===== src/rtl/traffic_light_monitor.sv =====
// Safety monitor for a four-direction traffic light controller: checks lamp legality,
// sequencing, yellow duration and liveness, latching the first fault seen after arming.
module traffic_light_monitor #(
    parameter int unsigned YELLOW_MIN = 4,
    parameter int unsigned WDOG_MAX   = 200
) (
    input  logic       clk,
    input  logic       rst_n,
    input  logic       LED_RED_1,
    input  logic       LED_RED_2,
    input  logic       LED_RED_3,
    input  logic       LED_RED_4,
    input  logic       LED_GREEN_1,
    input  logic       LED_GREEN_2,
    input  logic       LED_GREEN_3,
    input  logic       LED_GREEN_4,
    input  logic       LED_YELLOW_1,
    input  logic       LED_YELLOW_2,
    input  logic       LED_YELLOW_3,
    input  logic       LED_YELLOW_4,
    input  logic       i_clear,
    output logic       o_armed,
    output logic       o_fault,
    output logic [2:0] o_fault_code,
    output logic [1:0] o_fault_dir,
    output logic [1:0] o_active_dir,
    output logic [7:0] o_green_count
);
    localparam logic [2:0] C_CONFLICT = 3'd1;
    localparam logic [2:0] C_ILLEGAL  = 3'd2;
    localparam logic [2:0] C_BADSEQ   = 3'd3;
    localparam logic [2:0] C_SHORTY   = 3'd4;
    localparam logic [2:0] C_STUCK    = 3'd5;

    logic [3:0] w_r, w_g, w_y, w_gy;
    assign w_r  = {LED_RED_4, LED_RED_3, LED_RED_2, LED_RED_1};
    assign w_g  = {LED_GREEN_4, LED_GREEN_3, LED_GREEN_2, LED_GREEN_1};
    assign w_y  = {LED_YELLOW_4, LED_YELLOW_3, LED_YELLOW_2, LED_YELLOW_1};
    assign w_gy = w_g | w_y;

    logic            r_armed, r_fault;
    logic [2:0]      r_code;
    logic [1:0]      r_fdir, r_active;
    logic [7:0]      r_green;
    logic [15:0]     r_wdog;
    logic [3:0]      r_pr, r_pg, r_py;
    logic [3:0][7:0] r_ycnt;

    logic [3:0]      w_legal, w_pleg, w_chg, w_bad, w_r2g, w_short;
    logic [3:0][7:0] w_ycnt_nxt;
    logic [2:0]      w_r2g_cnt;
    logic [1:0]      w_act_dir;
    logic            w_conflict, w_any_chg, w_stuck;
    logic [15:0]     w_wdog_nxt;
    logic            w_new_fault;
    logic [2:0]      w_new_code;
    logic [1:0]      w_new_dir;

    // Transition checks only apply when both the previous and current lamp states are legal.
    always_comb begin
        w_r2g_cnt = 3'd0;
        for (int d = 0; d < 4; d++) begin
            w_legal[d] = (w_r[d] & ~w_g[d] & ~w_y[d]) | (~w_r[d] & w_g[d] & ~w_y[d]) |
                         (~w_r[d] & ~w_g[d] & w_y[d]);
            w_pleg[d]  = (r_pr[d] & ~r_pg[d] & ~r_py[d]) | (~r_pr[d] & r_pg[d] & ~r_py[d]) |
                         (~r_pr[d] & ~r_pg[d] & r_py[d]);
            w_chg[d]   = (w_r[d] != r_pr[d]) | (w_g[d] != r_pg[d]) | (w_y[d] != r_py[d]);
            w_bad[d]   = w_legal[d] & w_pleg[d] &
                         ((r_pg[d] & w_r[d]) | (r_pr[d] & w_y[d]) | (r_py[d] & w_g[d]));
            w_r2g[d]   = w_legal[d] & w_pleg[d] & r_pr[d] & w_g[d];
            w_short[d] = w_legal[d] & w_pleg[d] & r_py[d] & w_r[d] &
                         (32'(r_ycnt[d]) < YELLOW_MIN);
            w_ycnt_nxt[d] = r_ycnt[d];
            if (w_legal[d] && w_y[d]) begin
                if (!(w_pleg[d] && r_py[d]))  w_ycnt_nxt[d] = 8'd1;
                else if (r_ycnt[d] != 8'hFF)  w_ycnt_nxt[d] = r_ycnt[d] + 8'd1;
            end
            w_r2g_cnt = w_r2g_cnt + {2'b00, w_r2g[d]};
        end
    end

    always_comb begin
        w_act_dir = r_active;
        for (int d = 3; d >= 0; d--)
            if (w_gy[d]) w_act_dir = 2'(d);
    end

    assign w_conflict = (w_gy & (w_gy - 4'd1)) != 4'd0;
    assign w_any_chg  = |w_chg;
    assign w_stuck    = (WDOG_MAX != 0) && !w_any_chg && ((32'(r_wdog) + 32'd1) == WDOG_MAX);

    always_comb begin
        w_wdog_nxt = r_wdog;
        if (w_any_chg)               w_wdog_nxt = 16'd0;
        else if (r_wdog != 16'hFFFF) w_wdog_nxt = r_wdog + 16'd1;
    end

    // Later assignments override earlier ones, so lowest code / lowest direction wins.
    always_comb begin
        w_new_fault = 1'b0;
        w_new_code  = 3'd0;
        w_new_dir   = 2'd0;
        if (w_stuck) begin
            w_new_fault = 1'b1; w_new_code = C_STUCK; w_new_dir = 2'd0;
        end
        for (int d = 3; d >= 0; d--)
            if (w_short[d]) begin w_new_fault = 1'b1; w_new_code = C_SHORTY; w_new_dir = 2'(d); end
        for (int d = 3; d >= 0; d--)
            if (w_bad[d]) begin w_new_fault = 1'b1; w_new_code = C_BADSEQ; w_new_dir = 2'(d); end
        for (int d = 3; d >= 0; d--)
            if (!w_legal[d]) begin w_new_fault = 1'b1; w_new_code = C_ILLEGAL; w_new_dir = 2'(d); end
        if (w_conflict) begin
            w_new_fault = 1'b1; w_new_code = C_CONFLICT;
            for (int d = 3; d >= 0; d--)
                if (w_gy[d]) w_new_dir = 2'(d);
        end
        if (!r_armed) w_new_fault = 1'b0;
    end

    always_ff @(posedge clk or negedge rst_n) begin
        if (!rst_n) begin
            r_armed  <= 1'b0;
            r_fault  <= 1'b0;
            r_code   <= 3'd0;
            r_fdir   <= 2'd0;
            r_active <= 2'd0;
            r_green  <= 8'd0;
            r_wdog   <= 16'd0;
            r_pr     <= 4'hF;
            r_pg     <= 4'h0;
            r_py     <= 4'h0;
            r_ycnt   <= '0;
        end else begin
            r_pr <= w_r;
            r_pg <= w_g;
            r_py <= w_y;
            if (!r_armed) begin
                if (&w_legal) r_armed <= 1'b1;
            end else begin
                r_ycnt   <= w_ycnt_nxt;
                r_green  <= r_green + {5'd0, w_r2g_cnt};
                r_active <= w_act_dir;
                r_wdog   <= i_clear ? 16'd0 : w_wdog_nxt;
            end
            // A fault detected on the clearing edge takes precedence over the clear.
            if (w_new_fault && (!r_fault || i_clear)) begin
                r_fault <= 1'b1;
                r_code  <= w_new_code;
                r_fdir  <= w_new_dir;
            end else if (i_clear) begin
                r_fault <= 1'b0;
                r_code  <= 3'd0;
                r_fdir  <= 2'd0;
            end
        end
    end

    assign o_armed       = r_armed;
    assign o_fault       = r_fault;
    assign o_fault_code  = r_code;
    assign o_fault_dir   = r_fdir;
    assign o_active_dir  = r_active;
    assign o_green_count = r_green;
endmodule


===== config.mk =====
export PLATFORM = sky130hd
export DESIGN_NAME = traffic_light_monitor
export DESIGN_NICKNAME = d
export VERILOG_FILES = /design/src/rtl/traffic_light_monitor.sv
export SDC_FILE = /design/constraint.sdc
export NUM_CORES = 1
export LEC_CHECK = 0
export BUFFER_PORTS_ARGS = -buffer_cell sky130_fd_sc_hd__buf_4
export CAP_MARGIN = 20
export CORE_MARGIN = 2
export CORE_UTILIZATION = 61
export DETAILED_ROUTE_END_ITERATION = 6
export PLACE_DENSITY = 0.77
export REMOVE_ABC_BUFFERS = 1
export SLEW_MARGIN = 25
export SYNTH_ARGS = -nofsm -noshare
export SYNTH_HDL_FRONTEND = slang
export SYNTH_SLANG_ARGS = --single-unit

===== constraint.sdc =====
create_clock -name clk -period 3.5 [get_ports clk]
set_clock_uncertainty 0.15 [all_clocks]
set_input_delay 0 -clock clk [delete_from_list [all_inputs] [get_ports clk]]
set_output_delay 0 -clock clk [all_outputs]
set_load 0.005 [all_outputs]

==> results.ini, run 1 <==
[logic_synthesis]
avgSynthCellArea_um2 = 8.97
dominantRegCellSynth = dfrtp_1
synth_cells = 539
async_flop_share_pct = 100
synth.distinct_cells = 65
yosys.area.top_type = dfrtp_1
synth_xor_area_share_pct = 7.07
synth_top_family_by_area = simple AND/OR/NAND/NOR gates
ys_warn_count = 0
synth_mux_area_share_pct = 1.16
synth_area_mm2 = 0.00483
ys_top_cells_by_area = dfrtp_1, xor2_1, o21ai_0, nand2_1, nor2_1
synth_top_area_share_pct = 37.8
synth_seq_area_share_pct = 40.0
synth_edf_count = 0
synth-seq-cells = 77
synthAdderAreaFrac_pct = 3.88
synth_compound_area_share_pct = 15.5
yosys.area_share.simple_pct = 28.2

[critical_path]
regToRegSetupSlack_ps = 230
cp_top_family = adder cells
path_class = flop to flop
arrival_ps = 3360
worst-endpoint-required_ps = 3590
rr_startpoint = r_py[0]
crit_fanout = 8
start_kind = flop
worstPathCellList = maj3_1 -> or3_1 -> fa_1 -> inv_1 -> fa_1 -> fa_1 -> mux2_2
reg2reg_to = o_green_count[1]
r2r_cells = 7
worst_path_largest_cell_delay_ps = 520
worst_setup_path_end_kind = flop
path_common_cell = fa_1
cp.depth = 7
crit_path_top_delay_cell = fa_1
cp_num_buf_inv = 1

[cts]
cts_setup_buffers = 0
clock_sinks = 77
root_buffer = clkbuf_8
path_clk_slew_ps = 90
cts_resized = 0
clockBufferDepth = 2
tritoncts = yes
clk-insertion-delay-late_ps = 350
cts_made_buffers = 9
htree_num_levels = 3

[place]
dp_hpwl_mm = 7.53
place_worst_setup_slack_ps = 239
gp_congestion = 0.933
portBuffers = 31

[grt]
grt_max_degree = 78
grt_overflow = 0
grt_pass1_wl_mm = 18.3
antenna_found_initial = 0
grt_pass1_vias = 3966
grtUsageTotal_pct = 26.0

[sta]
setup_slack_ps = 234
finalSetupViolCount = 0
finalCriticalPeriod_ps = 3270
fin_tns_setup_ps = 0
fmax_mhz = 306
rsz0062_at_grt = no
timing.slew.headroom_pct = 44.4
slew_violations = 0
min_period_over_period_pct = 93.3
worst_slew_pin_slew_ps = 826
hold_viol = 0

[cells_and_area]
layout-drive-gt1-share_pct = 12.2
n_fill_cell = 595
antenna_cells = 0
final_core_util_pct = 70.6
syn2layout_area_growth_pct = 12.3
final_nets = 600

[routing]
ant_nets = 0
drt_iter0_markers = 194
via_per_inst = 6.15
num_vias = 4195
wl_per_cell_um = 15.8
wl_mm = 10.8
drc = 0
firstDrtPassIters = 4

[floorplanning]
rows = 32
die-area_mm2 = 0.00865
core-area_mm2 = 0.00769
fp.dieW_um = 93.0
die_h_um = 93.0
ioPinCount = 32
start_util_pct = 62.9

[power]
powerDensity_mw_per_mm2 = 420
max-vdd-ir-drop_v = 0.000287
p_leak_uw = 0.00227

[job]
drv_cap = 0

[run_status]
status = completed

[min_path]
hp-class = input pin to asynchronous set/reset pin

==> flip-flops by register name, summed over array words and instances (netlist names) <==
signal and flops:
r_py 4, o_fault_code 3, r_pr 4, o_green_count 8, o_fault 1, r_ycnt 32, o_armed 1, o_active_dir 2
r_pg 4, o_fault_dir 2, r_wdog 16
==> where the power goes <==
group / switching (uW) / total (uW) / internal (uW)
clock network: 332 / 663 / 331
registers: 130 / 1130 / 995
logic: 263 / 492 / 229
==> worst max path at each step <==
stage	startpoint	endpoint	slack, ps
after detailed placement	r_py[0]	o_green_count[1]	240
after floorplan	r_py[0]	o_green_count[1]	410
final	r_py[0]	o_green_count[1]	230
after global placement	r_py[0]	o_green_count[1]	290
after global routing	r_py[0]	o_green_count[1]	150
after CTS	r_py[0]	o_green_count[1]	230
==> Yosys cell counts, types with 5 or more instances <==
library cell and count:
dfrtp_1 73, nor2b_1 7, nand2b_1 5, or3_1 15, nor4bb_1 5, nand2_1 51
a31oi_1 6, a21oi_1 20, nor2_1 48, nor4_1 11, nor4b_1 12, nor3_1 9
inv_1 18, nand4_1 21, clkbuf_1 5, o21a_1 5, and3_1 9, buf_2 13
o31ai_1 15, xnor2_1 8, xor2_1 31, nand3_1 28, o21ai_0 42, ha_1 7
nor3b_1 5
==> kinds of logic after synthesis <==
logic type,count (synthesis)
AOI/OAI and AO/OA,116
xor gates and xnor gates,39
adders and majority gates,14
buffers and inverters,41
DFF,77
muxes,5
and+or+nand+nor,247
==> routing by layer <==
metal  part of all wire (%)  track usage (%)  wire [um]
met5                      0                0          0
met4                    1.3             8.58        140
met3                    4.0             3.55        436
met2                     48             42.5       5120
met1                     47             36.2       5080
==> placed cells by master (no fill, tap or decap), types with 14 or more instances in the layout <==
master | synthesis | final
o21ai_0 | 42 | 42
nand4_1 | 21 | 21
nand3_1 | 28 | 28
dfrtp_1 | 73 | 73
o31ai_1 | 15 | 15
a21oi_1 | 20 | 20
or3_1 | 15 | 15
xor2_1 | 31 | 31
nand2_1 | 51 | 51
dlygate4sd3_1 | 0 | 14
buf_4 | 2 | 33
inv_1 | 18 | 18
nor2_1 | 48 | 48
==> metrics by stage <==
step	cell area (um2)	cells	total power, uW	hold WS (ps)
final	5430	682	2280	81.8
after global routing	5430	682	2410	151
after CTS	5420	682	2290	201
after detailed placement	5080	652	1620	12.3
after global placement	5080	652	1590	10.5
after floorplan	4700	516	1390	-446
==> timing repair <==
item                                   CTS  global route
endpoints found under the hold margin   99             0
setup endpoints to repair                0             0
hold buffers                            14             0
==> cell type report <==
type	instances	area [um2]	area share, %
clock buffer	11	131	2.42
clock inverter	5	61.3	1.13
inverter	18	67.6	1.25
multi-input combinational	421	2710	49.9
sequential	77	1930	35.6
tap	102	128	2.35
timing repair buffer	48	399	7.36
(Power assumes the default switching activity.)
==> inputs of run 2 (changes only) <==
--- a/config.mk
+++ b/config.mk
@@ -8,9 +8,11 @@
 export BUFFER_PORTS_ARGS = -buffer_cell sky130_fd_sc_hd__buf_4
 export CAP_MARGIN = 20
 export CORE_MARGIN = 2
-export CORE_UTILIZATION = 61
+export CORE_UTILIZATION = 63
+export CTS_BUF_LIST = sky130_fd_sc_hd__clkbuf_4 sky130_fd_sc_hd__clkbuf_8
 export DETAILED_ROUTE_END_ITERATION = 6
-export PLACE_DENSITY = 0.77
+export PLACE_DENSITY = 0.79
+export RECOVER_POWER = 25
 export REMOVE_ABC_BUFFERS = 1
 export SLEW_MARGIN = 25
 export SYNTH_ARGS = -nofsm -noshare
==> results.ini, run 2 (synthesized netlist as in run 1, its figures left out) <==
[run_status]
status = finished, violations left
failed_checks = max-capacitance violations, max-slew violations

[cells_and_area]
final_common_cell = dfrtp_1
layout-drive-gt1-share_pct = 11.2  ; -1.1 points
final_core_util_pct = 73.6  ; +3.1 points
antenna_cells = 0  ; unchanged
largest_reg_flops = 32  ; unchanged
syn2layout_area_growth_pct = 11.7
final_nets = 601  ; +0.17%
regMostFlops = r_ycnt
layout_common_cells = dfrtp_1, nand2_1, nor2_1
stdcell_count = 680  ; -0.29%

[grt]
grt_pass1_wl_mm = 19.1  ; +4.2%
grtUsageTotal_pct = 27.9  ; +1.8 points
grt_pass1_vias = 4073  ; +2.7%
antenna_found_initial = 0  ; unchanged
grt_max_degree = 78  ; unchanged
grt_overflow = 0  ; unchanged

[place]
dp_hpwl_mm = 7.67  ; +1.8%
place_inst = 650  ; -0.31%
portBuffers = 31  ; unchanged
gp_congestion = 0.991  ; +6.1%
place_worst_setup_slack_ps = 289  ; +50.4 ps

[power]
max-vdd-ir-drop_v = 0.000335  ; +17%
clockPowerShare_pct = 30.3  ; +1.2 points
powerDensity_mw_per_mm2 = 429  ; +2.1%
p_leak_uw = 0.00225  ; -0.72%
combPwrFrac_pct = 21.5  ; about the same
seq_power_share_pct = 48.3  ; -1.0 points
power.switching_uw = 760  ; +4.8%
p_int_uw = 1560  ; about the same
p_sw_share_pct = 32.8  ; +1.0 points

[sta]
timing.slew.headroom_pct = -26.0  ; -70 points
finalSetupViolCount = 0  ; unchanged
min_period_over_period_pct = 95.2  ; +1.9 points
fin_tns_setup_ps = 0  ; unchanged
rsz0062_at_grt = no
finalCriticalPeriod_ps = 3330  ; +66.5 ps
hold_viol = 0  ; unchanged
setup_slack_ps = 168  ; -66.5 ps
fmax_mhz = 300  ; -2.0%
worst_slew_pin_slew_ps = 1890  ; +1060 ps
slew_violations = 78  ; +78

[critical_path]
path_common_cell = fa_1
worst_setup_path_end_kind = flop
crit_fanout = 11  ; +3
worstPathCellList = dlygate4sd3_1 -> clkbuf_1 -> or3_1 -> nand3_1 -> or3_1 -> fa_1 -> inv_1 -> fa_1 -> fa_1 -> nand4_1 -> xnor2_1
worst_path_largest_cell_delay_ps = 530  ; about the same
start_kind = input pin
worst-endpoint-required_ps = 3620  ; +30 ps
cp_top_family = adder cells
arrival_ps = 3450  ; +90 ps
cp_num_buf_inv = 3  ; +2
rr_startpoint = r_pg[0]
startpoint = LED_RED_1
crit_path_top_delay_cell = dlygate4sd3_1
path_class = input pin to flop

[routing]
wl_mm = 11.0  ; +2.5%
ant_nets = 0  ; unchanged
drc = 0  ; unchanged
via_per_inst = 6.20  ; +0.80%
drt_iter0_markers = 189  ; -2.6%
num_vias = 4216  ; +0.50%
wl_per_cell_um = 16.2  ; +2.8%
firstDrtPassIters = 5  ; +1

[min_path]
hp-start = LED_GREEN_3
hp-class = input pin to flop

[cts]
clockBufferDepth = 2  ; unchanged
cts_setup_buffers = 0  ; unchanged
root_buffer = clkbuf_8
tritoncts = yes
htree_num_levels = 3  ; unchanged
path_clk_slew_ps = 80  ; about the same
clk-insertion-delay-late_ps = 360  ; about the same
cts_made_buffers = 9  ; unchanged
clock_sinks = 77  ; unchanged

[floorplanning]
fp.dieW_um = 91.6  ; -1.5%
rows = 31  ; -3.1%
start_util_pct = 65.9  ; +3.1 points
core-area_mm2 = 0.00733  ; -4.6%
die-area_mm2 = 0.00839  ; -3.0%
die_h_um = 91.6  ; -1.5%
ioPinCount = 32  ; unchanged

[job]
drv_cap = 1  ; +1

[run 2: cell types whose count changed in the layout (fill, tap and decap cells not counted), sizes merged]
cell / before / now
inv: 18 / 21
buf: 34 / 26
clkinvlp: 3 / 2
clkbuf: 11 / 18
[run 2: worst paths after layout]
check                                    to  depth (start not counted)  slack (ps)
max                        o_green_count[4]                         11         170
min                                 r_pg[2]                          2         230
max reg2reg                o_green_count[4]                          8         270
min reg2reg                o_green_count[7]                          1         340
max in group asynchronous         r_ycnt[0]                          2        1520
min in group asynchronous         r_ycnt[6]                          2         540
[run 2: area by class of cell]
| type | count | area [um2] |
|---|---|---|
| clock buffer | 9 | 124 |
| clock inverter | 7 | 80.1 |
| fill | 552 | 1930 |
| inverter | 18 | 67.6 |
| multi-input combinational | 421 | 2700 |
| sequential | 77 | 1930 |
| tap | 99 | 124 |
| timing repair buffer | 49 | 370 |
[run 2: metrics by stage]
stage	cell area (um2)	power (uW)	hold slack, ps
after global routing	5400	2440	222
final	5400	2320	234
after global placement	5090	1590	13.9
after floorplan	4700	1390	-446
after detailed placement	5090	1620	15.2
after CTS	5430	2330	176
[run 2: layer usage]
metal | wire [um] | vias to the layer above | track usage (%)
li1 | - | 2044 | -
met1 | 4950 | 2048 | 38.0
met2 | 5390 | 102 | 44.4
met3 | 461 | 22 | 4.81
met4 | 245 | 0 | 10.7
met5 | 0 | - | 0
[run 2: timing repair]
action / in CTS / in global routing
resized for setup: 0 / 0
endpoints found under the hold margin: 101 / 0
hold buffers: 14 / 0
[run 2: worst register-to-register path, stage by stage, from the launching register on]
cell	delay (ps)
dfrtp_1	450
maj3_1	400
or3_1	370
fa_1	510
inv_1	60
fa_1	470
fa_1	430
nand4_1	150
xnor2_1	150
[run 2: power groups by stage]
stage / Sequential (uW) / Combinational, uW / Clock (uW)
6_report: 1120 / 497 / 701
5_1_grt: 1140 / 558 / 747
4_1_cts: 1120 / 499 / 719
3_5_place_dp: 1130 / 484 / 0
3_3_place_gp: 1130 / 466 / 0
2_1_floorplan: 1120 / 271 / 0
